## src/rtl/kbd_pkg.sv

```systemverilog
// Shared types and scan-code constants for the PS/2 Set-2 key decoder.
// States, prefix/status bytes and the tracked-key (ext, code) lookup.
package kbd_pkg;

    typedef enum logic [2:0] {
        IDLE,
        EXT,
        BRK,
        EXT_BRK,
        SKIP
    } kbd_state_t;

    localparam logic [7:0] SC_EXT   = 8'hE0;
    localparam logic [7:0] SC_BRK   = 8'hF0;
    localparam logic [7:0] SC_PAUSE = 8'hE1;

    localparam logic [7:0] SC_ERR0  = 8'h00;
    localparam logic [7:0] SC_BAT   = 8'hAA;
    localparam logic [7:0] SC_ECHO  = 8'hEE;
    localparam logic [7:0] SC_ACK   = 8'hFA;
    localparam logic [7:0] SC_BATF  = 8'hFC;
    localparam logic [7:0] SC_RSND  = 8'hFE;
    localparam logic [7:0] SC_ERR1  = 8'hFF;

    localparam logic [2:0] SKIP_LEN = 3'd7;

    localparam int NUM_TRACKED_KEYS = 7;

    typedef enum logic [2:0] {
        KEY_LSHIFT = 3'd0,
        KEY_RSHIFT = 3'd1,
        KEY_SPACE  = 3'd2,
        KEY_ENTER  = 3'd3,
        KEY_P      = 3'd4,
        KEY_LEFT   = 3'd5,
        KEY_RIGHT  = 3'd6
    } key_idx_t;

    function automatic logic is_status(input logic [7:0] b);
        return (b == SC_ERR0) || (b == SC_BAT)  || (b == SC_ECHO) ||
               (b == SC_ACK)  || (b == SC_BATF) || (b == SC_RSND) ||
               (b == SC_ERR1);
    endfunction

    function automatic logic is_prefix(input logic [7:0] b);
        return (b == SC_EXT) || (b == SC_BRK) || (b == SC_PAUSE);
    endfunction

    // One-hot bitmap position for a (ext, code) pair; zero if untracked.
    function automatic logic [NUM_TRACKED_KEYS-1:0] key_lookup(
        input logic       ext,
        input logic [7:0] code
    );
        logic [NUM_TRACKED_KEYS-1:0] m;
        m = '0;
        m[KEY_LSHIFT] = !ext && (code == 8'h12);
        m[KEY_RSHIFT] = !ext && (code == 8'h59);
        m[KEY_SPACE]  = !ext && (code == 8'h29);
        m[KEY_ENTER]  = !ext && (code == 8'h5A);
        m[KEY_P]      = !ext && (code == 8'h4D);
        m[KEY_LEFT]   =  ext && (code == 8'h6B);
        m[KEY_RIGHT]  =  ext && (code == 8'h74);
        return m;
    endfunction

endpackage

```

## src/rtl/kbd_key_tracker.sv

```systemverilog
// Pressed/released bitmap of the game control keys.
// Make events set the matching bit, break events clear it.
module kbd_key_tracker
    import kbd_pkg::*;
(
    input  logic                        clk,
    input  logic                        reset,
    input  logic                        ev_fire,
    input  logic [7:0]                  ev_code,
    input  logic                        ev_ext,
    input  logic                        ev_make,
    output logic [NUM_TRACKED_KEYS-1:0] keys_down
);

    logic [NUM_TRACKED_KEYS-1:0] hit;

    assign hit = key_lookup(ev_ext, ev_code);

    // Bitmap register, updated in step with the event strobe
    always_ff @(posedge clk) begin
        if (reset) begin
            keys_down <= '0;
        end else if (ev_fire) begin
            if (ev_make) keys_down <= keys_down | hit;
            else         keys_down <= keys_down & ~hit;
        end
    end

endmodule

```

## src/rtl/kbd_scan_decoder.sv

```systemverilog
// Set-2 scan-code sequence decoder: strips E0/F0, drops Pause/status.
// Optional inter-byte timeout enabled by KBD_SEQ_TIMEOUT_EN.
module kbd_scan_decoder
    import kbd_pkg::*;
#(
    parameter int unsigned TIMEOUT_CYCLES = 250000
) (
    input  logic                        clk,
    input  logic                        reset,
    input  logic [7:0]                  din,
    input  logic                        din_new,
    output logic [7:0]                  key_code,
    output logic                        key_ext,
    output logic                        key_make,
    output logic                        key_valid,
    output logic [NUM_TRACKED_KEYS-1:0] keys_down,
    output logic                        seq_timeout
);

    kbd_state_t state, state_n;
    logic [2:0] skip_cnt, skip_n;
    logic       ev_fire, ev_ext, ev_make;
    logic       tmo_hit;

`ifdef KBD_SEQ_TIMEOUT_EN
    localparam int TW = $clog2(TIMEOUT_CYCLES);
    localparam logic [TW-1:0] TMO_LAST = TW'(TIMEOUT_CYCLES - 1);

    logic [TW-1:0] tmr;

    assign tmo_hit = (state != IDLE) && !din_new && (tmr == TMO_LAST);

    // Inter-byte timer, running only while a sequence is open
    always_ff @(posedge clk) begin
        if (reset || din_new || state == IDLE) tmr <= '0;
        else                                   tmr <= tmr + 1'b1;
    end

    // Abandon strobe, one cycle after expiry
    always_ff @(posedge clk) begin
        if (reset) seq_timeout <= 1'b0;
        else       seq_timeout <= tmo_hit;
    end
`else
    assign tmo_hit     = 1'b0;
    assign seq_timeout = 1'b0;
`endif

    // FSM and Pause skip-counter registers
    always_ff @(posedge clk) begin
        if (reset) begin
            state    <= IDLE;
            skip_cnt <= '0;
        end else begin
            state    <= state_n;
            skip_cnt <= skip_n;
        end
    end

    // Next-state and event decode for each received byte
    always_comb begin
        state_n = state;
        skip_n  = skip_cnt;
        ev_fire = 1'b0;
        ev_ext  = 1'b0;
        ev_make = 1'b0;
        if (din_new) begin
            unique case (state)
                IDLE: begin
                    if (din == SC_EXT) begin
                        state_n = EXT;
                    end else if (din == SC_BRK) begin
                        state_n = BRK;
                    end else if (din == SC_PAUSE) begin
                        state_n = SKIP;
                        skip_n  = SKIP_LEN;
                    end else if (!is_status(din)) begin
                        ev_fire = 1'b1;
                        ev_make = 1'b1;
                    end
                end
                EXT: begin
                    if (din == SC_BRK) begin
                        state_n = EXT_BRK;
                    end else if (!is_prefix(din)) begin
                        ev_fire = 1'b1;
                        ev_ext  = 1'b1;
                        ev_make = 1'b1;
                        state_n = IDLE;
                    end
                end
                BRK: begin
                    if (!is_prefix(din)) begin
                        ev_fire = 1'b1;
                        state_n = IDLE;
                    end
                end
                EXT_BRK: begin
                    if (!is_prefix(din)) begin
                        ev_fire = 1'b1;
                        ev_ext  = 1'b1;
                        state_n = IDLE;
                    end
                end
                SKIP: begin
                    skip_n = skip_cnt - 3'd1;
                    if (skip_cnt <= 3'd1) begin
                        skip_n  = '0;
                        state_n = IDLE;
                    end
                end
                default: state_n = IDLE;
            endcase
        end else if (tmo_hit) begin
            state_n = IDLE;
            skip_n  = '0;
        end
    end

    // Event registers: fields hold until the next event
    always_ff @(posedge clk) begin
        if (reset) begin
            key_code  <= '0;
            key_ext   <= 1'b0;
            key_make  <= 1'b0;
            key_valid <= 1'b0;
        end else begin
            key_valid <= ev_fire;
            if (ev_fire) begin
                key_code <= din;
                key_ext  <= ev_ext;
                key_make <= ev_make;
            end
        end
    end

    kbd_key_tracker u_tracker (
        .clk       (clk),
        .reset     (reset),
        .ev_fire   (ev_fire),
        .ev_code   (din),
        .ev_ext    (ev_ext),
        .ev_make   (ev_make),
        .keys_down (keys_down)
    );

endmodule
```

## config.mk

```make
export PLATFORM = sky130hd
export DESIGN_NAME = kbd_scan_decoder
export DESIGN_NICKNAME = d
export VERILOG_FILES = /design/src/rtl/kbd_pkg.sv /design/src/rtl/kbd_key_tracker.sv /design/src/rtl/kbd_scan_decoder.sv
export SDC_FILE = /design/constraint.sdc
export NUM_CORES = 1
export LEC_CHECK = 0
export BUFFER_PORTS_ARGS = -buffer_cell sky130_fd_sc_hd__buf_2
export CORE_ASPECT_RATIO = 1.1
export CORE_MARGIN = 5
export CORE_UTILIZATION = 31
export CTS_CLUSTER_SIZE = 8
export DETAILED_ROUTE_END_ITERATION = 8
export PLACE_DENSITY = 0.51
export REMOVE_ABC_BUFFERS = 1
export SKIP_LAST_GASP = 1
export SYNTH_ARGS = -nofsm -noshare
export SYNTH_HDL_FRONTEND = slang
export SYNTH_SLANG_ARGS = --single-unit
```

## constraint.sdc

```tcl
create_clock -name clk -period 1.5 [get_ports clk]
set_input_delay 0.075 -clock clk [delete_from_list [all_inputs] [get_ports clk]]
set_output_delay 0.075 -clock clk [all_outputs]
set_load 0.01 [all_outputs]
```

==> summary.txt <==
Flow run
  • Max-Cap Viols: 0

GRT
  • Vias in the first global route: 1243
  • GRT Max-Usage Layer: met2
  • First-pass GRT wire length: roughly 5.5 mm
  • All-Layer GR Usage: 11.9%
  • Aggregate global routing overflow: 0
  • Met1 Resource Use GR: between 10 and 15%
  • Met3 GRT Util: 2.43%
  • Initial antenna violation count: 0
  • Met2 Resource Use GR: about a fifth
  • Largest net degree at the start of global routing: 34

Floorplan
  • Initial Util: 32.5%
  • Die Ht: 78.1 µm
  • IO Pins: 30
  • Die Area: about 0.0056 mm²
  • Row cnt: 24
  • Core area: 0.00402 mm²
  • Die Span X: around 70 µm

STA
  • Setup ws final: between 0.07 and 0.08 ns
  • Final setup violation count: 0
  • Tmin final: 1.42 ns
  • F_max: 702 MHz
  • Unrepaired setup endpoints after global routing: false
  • Final hold vios: 0
  • Max-slew violation count: 0
  • Fin crit share: 94.9%
  • Max Clock Skew: approximately 0.0056 ns

Clocking
  • # resized after CTS: 0
  • CTS tree: done
  • Clk Latency, worst-skew pair: between 0.2 and 0.3 ns
  • Max H-tree Level: 1
  • Sink Count: 24
  • Root Driver: clkbuf_8
  • Hold Buf Count CTS: 0
  • CTS Buf Count: 3
  • Post-CTS Setup Inserts: 0
  • Clk pin slew, worst setup/hold paths: around 0.09 ns
  • CTS Buffer Depth: 2

Detailed routing
  • Final ANT Viol Nets: 0
  • Final WL: between 3 and 4 mm
  • # DRC: 0
  • DR vias: 1303
  • 1st-iter DRT viols: 57
  • Avg WL per Cell: around 13 µm
  • Drt pass-1 iters: 4
  • Post-DR vias/cell: ~5.1

Logic synthesis
  • EDFF count, synth: 0
  • Post-synth top area cell: dfxtp_1
  • Syn_area_per_cell: around 8.3 µm²
  • Synth async-reset ratio: 0%
  • Main synth FF type: dfxtp_1
  • Post-synthesis cell count: approximately 160
  • Post-synth top area share: between 30% and 40%
  • Register area share after synthesis: 36.8%
  • Count leader, synth: nand2b_1
  • Commonest cells in the netlist: nand2b_1 (25), dfxtp_1 (24), nor2_1 (12)
  • Synthesized area: 0.00131 mm²
  • Synth Register Bits: 24
  • Yosys warning count: 0
  • Area contributors post-synth: dfxtp_1 (37%), nand2b_1 (12%), mux2i_1 (8.4%), nor2_1 (3.4%), nor3_1 (2.7%)
  • Distinct cells, synth: 40

Cells and area
  • Layout cell share with drive strength beyond 1: roughly 29%
  • Final #Nets: 215
  • Multi-input gate area: between 700 and 800 µm²
  • P&R area growth vs syn: 30.7%
  • Storage cell area: 480 µm²
  • Filler cell count in the final layout: roughly 420
  • Final Non-Filler Cells: approximately 250
  • Ant. Diodes: 0

Outcome
  • Status: completed

Setup path
  • Crit path max-delay family: simple AND/OR/NAND/NOR gates
  • CP Data Arrival Time: around 1.6 ns
  • Slowest cell delay on critical path: around 0.39 ns
  • Worst Setup Path Type: reg2reg
  • CP required: between 1.5 and 2 ns
  • Worst setup SP type: flop
  • Worst-path cell chain: nand3b_1 > or3_1 > nor3_2 > mux2i_1
  • Worst-path maximum fanout: 5
  • Slowest-stage cell, CP: or3_1
  • Nature of the critical path endpoint: flop
  • CP Buf/Inv Count: 0

Power
  • Pwr Total: 1330 µW
  • Leakage power: between 0.0007 and 0.0008 µW
  • Peak supply drop: about 0.31 mV
  • Power Density: roughly 780 mW/mm²

Place
  • Place WS: ~0.0020 ns
  • Placed Cells incl. Taps: 250
  • GP Congestion: approximately 0.85
  • Post-DP HPWL: about 2.5 mm
  • I/O Buffers: 28

Min path
  • Hold WC Path Type: in2reg
metal layers:
layer	part of all wire [%]	vias to the layer above
li1	-	645
met3	6.8	2
met1	46	608
met2	46	48
met4	0.75	0
met5	0	-
cells in the final DEF (no fill, tap or decap), types with 5 or more instances in the layout:
cell type	instances
buf_2	28
nand2b_1	24
dfxtp_1	24
buf_4	22
nor2_1	12
mux2i_1	11
nand2_1	8
nor3_1	6
nand3_1	5
o21ai_0	5
metrics by stage:
step	area (µm²)	TNS, ns	hold slack [ns]	util [%]
final	1710	0	0.0801	42.4
after global routing	1710	0	0.0857	42.4
after CTS	1700	0	0.0757	42.2
after detailed placement	1640	0	0.372	40.9
after global placement	1640	-0.0436	0.362	40.9
after floorplan	1250	0	0.144	-
final cells by class:
class	instances	share of cell area, %
sequential	24	28.2
clock buffer	4	3.23
inverter	3	0.660
tap	52	3.81
timing repair buffer	51	19.1
multi-input combinational	120	45.1
cell families after synthesis:
family	synth area share (%)
and+or+nand+nor	35.7
AOI/OAI and AO/OA	12.3
DFF	36.8
buffers and inverters	4.88
muxes	8.43
adders and majority gates	0.958
other	0.287
xor gates and xnor gates	0.671
final timing paths:
path / start / to / slack, ns / cells past startpoint
setup / recovery: state[2]$_SDFFE_PP0P_ / flop / 0.08 / 4
setup reg to reg: state[2]$_SDFFE_PP0P_ / flop / 0.08 / 4
hold / removal: din[0] / key_code[0]$_SDFFE_PP0P_ / 0.08 / 3
hold reg to reg: key_code[5]$_SDFFE_PP0P_ / key_code[5]$_SDFFE_PP0P_ / 0.47 / 2
worst register-to-register path, delay by kind of cell, from the launching register on:
kind / cells / cell delay, ns
AND/OR/NAND/NOR: 3 / 0.80
flip-flops: 1 / 0.35
multiplexers: 1 / 0.21
power breakdown:
group          internal [µW]  switching, µW
sequential               656           8.82
combinational            101            111
clock                    235            214
total                    992            334
Note: power is estimated with default switching activity, not from simulation.
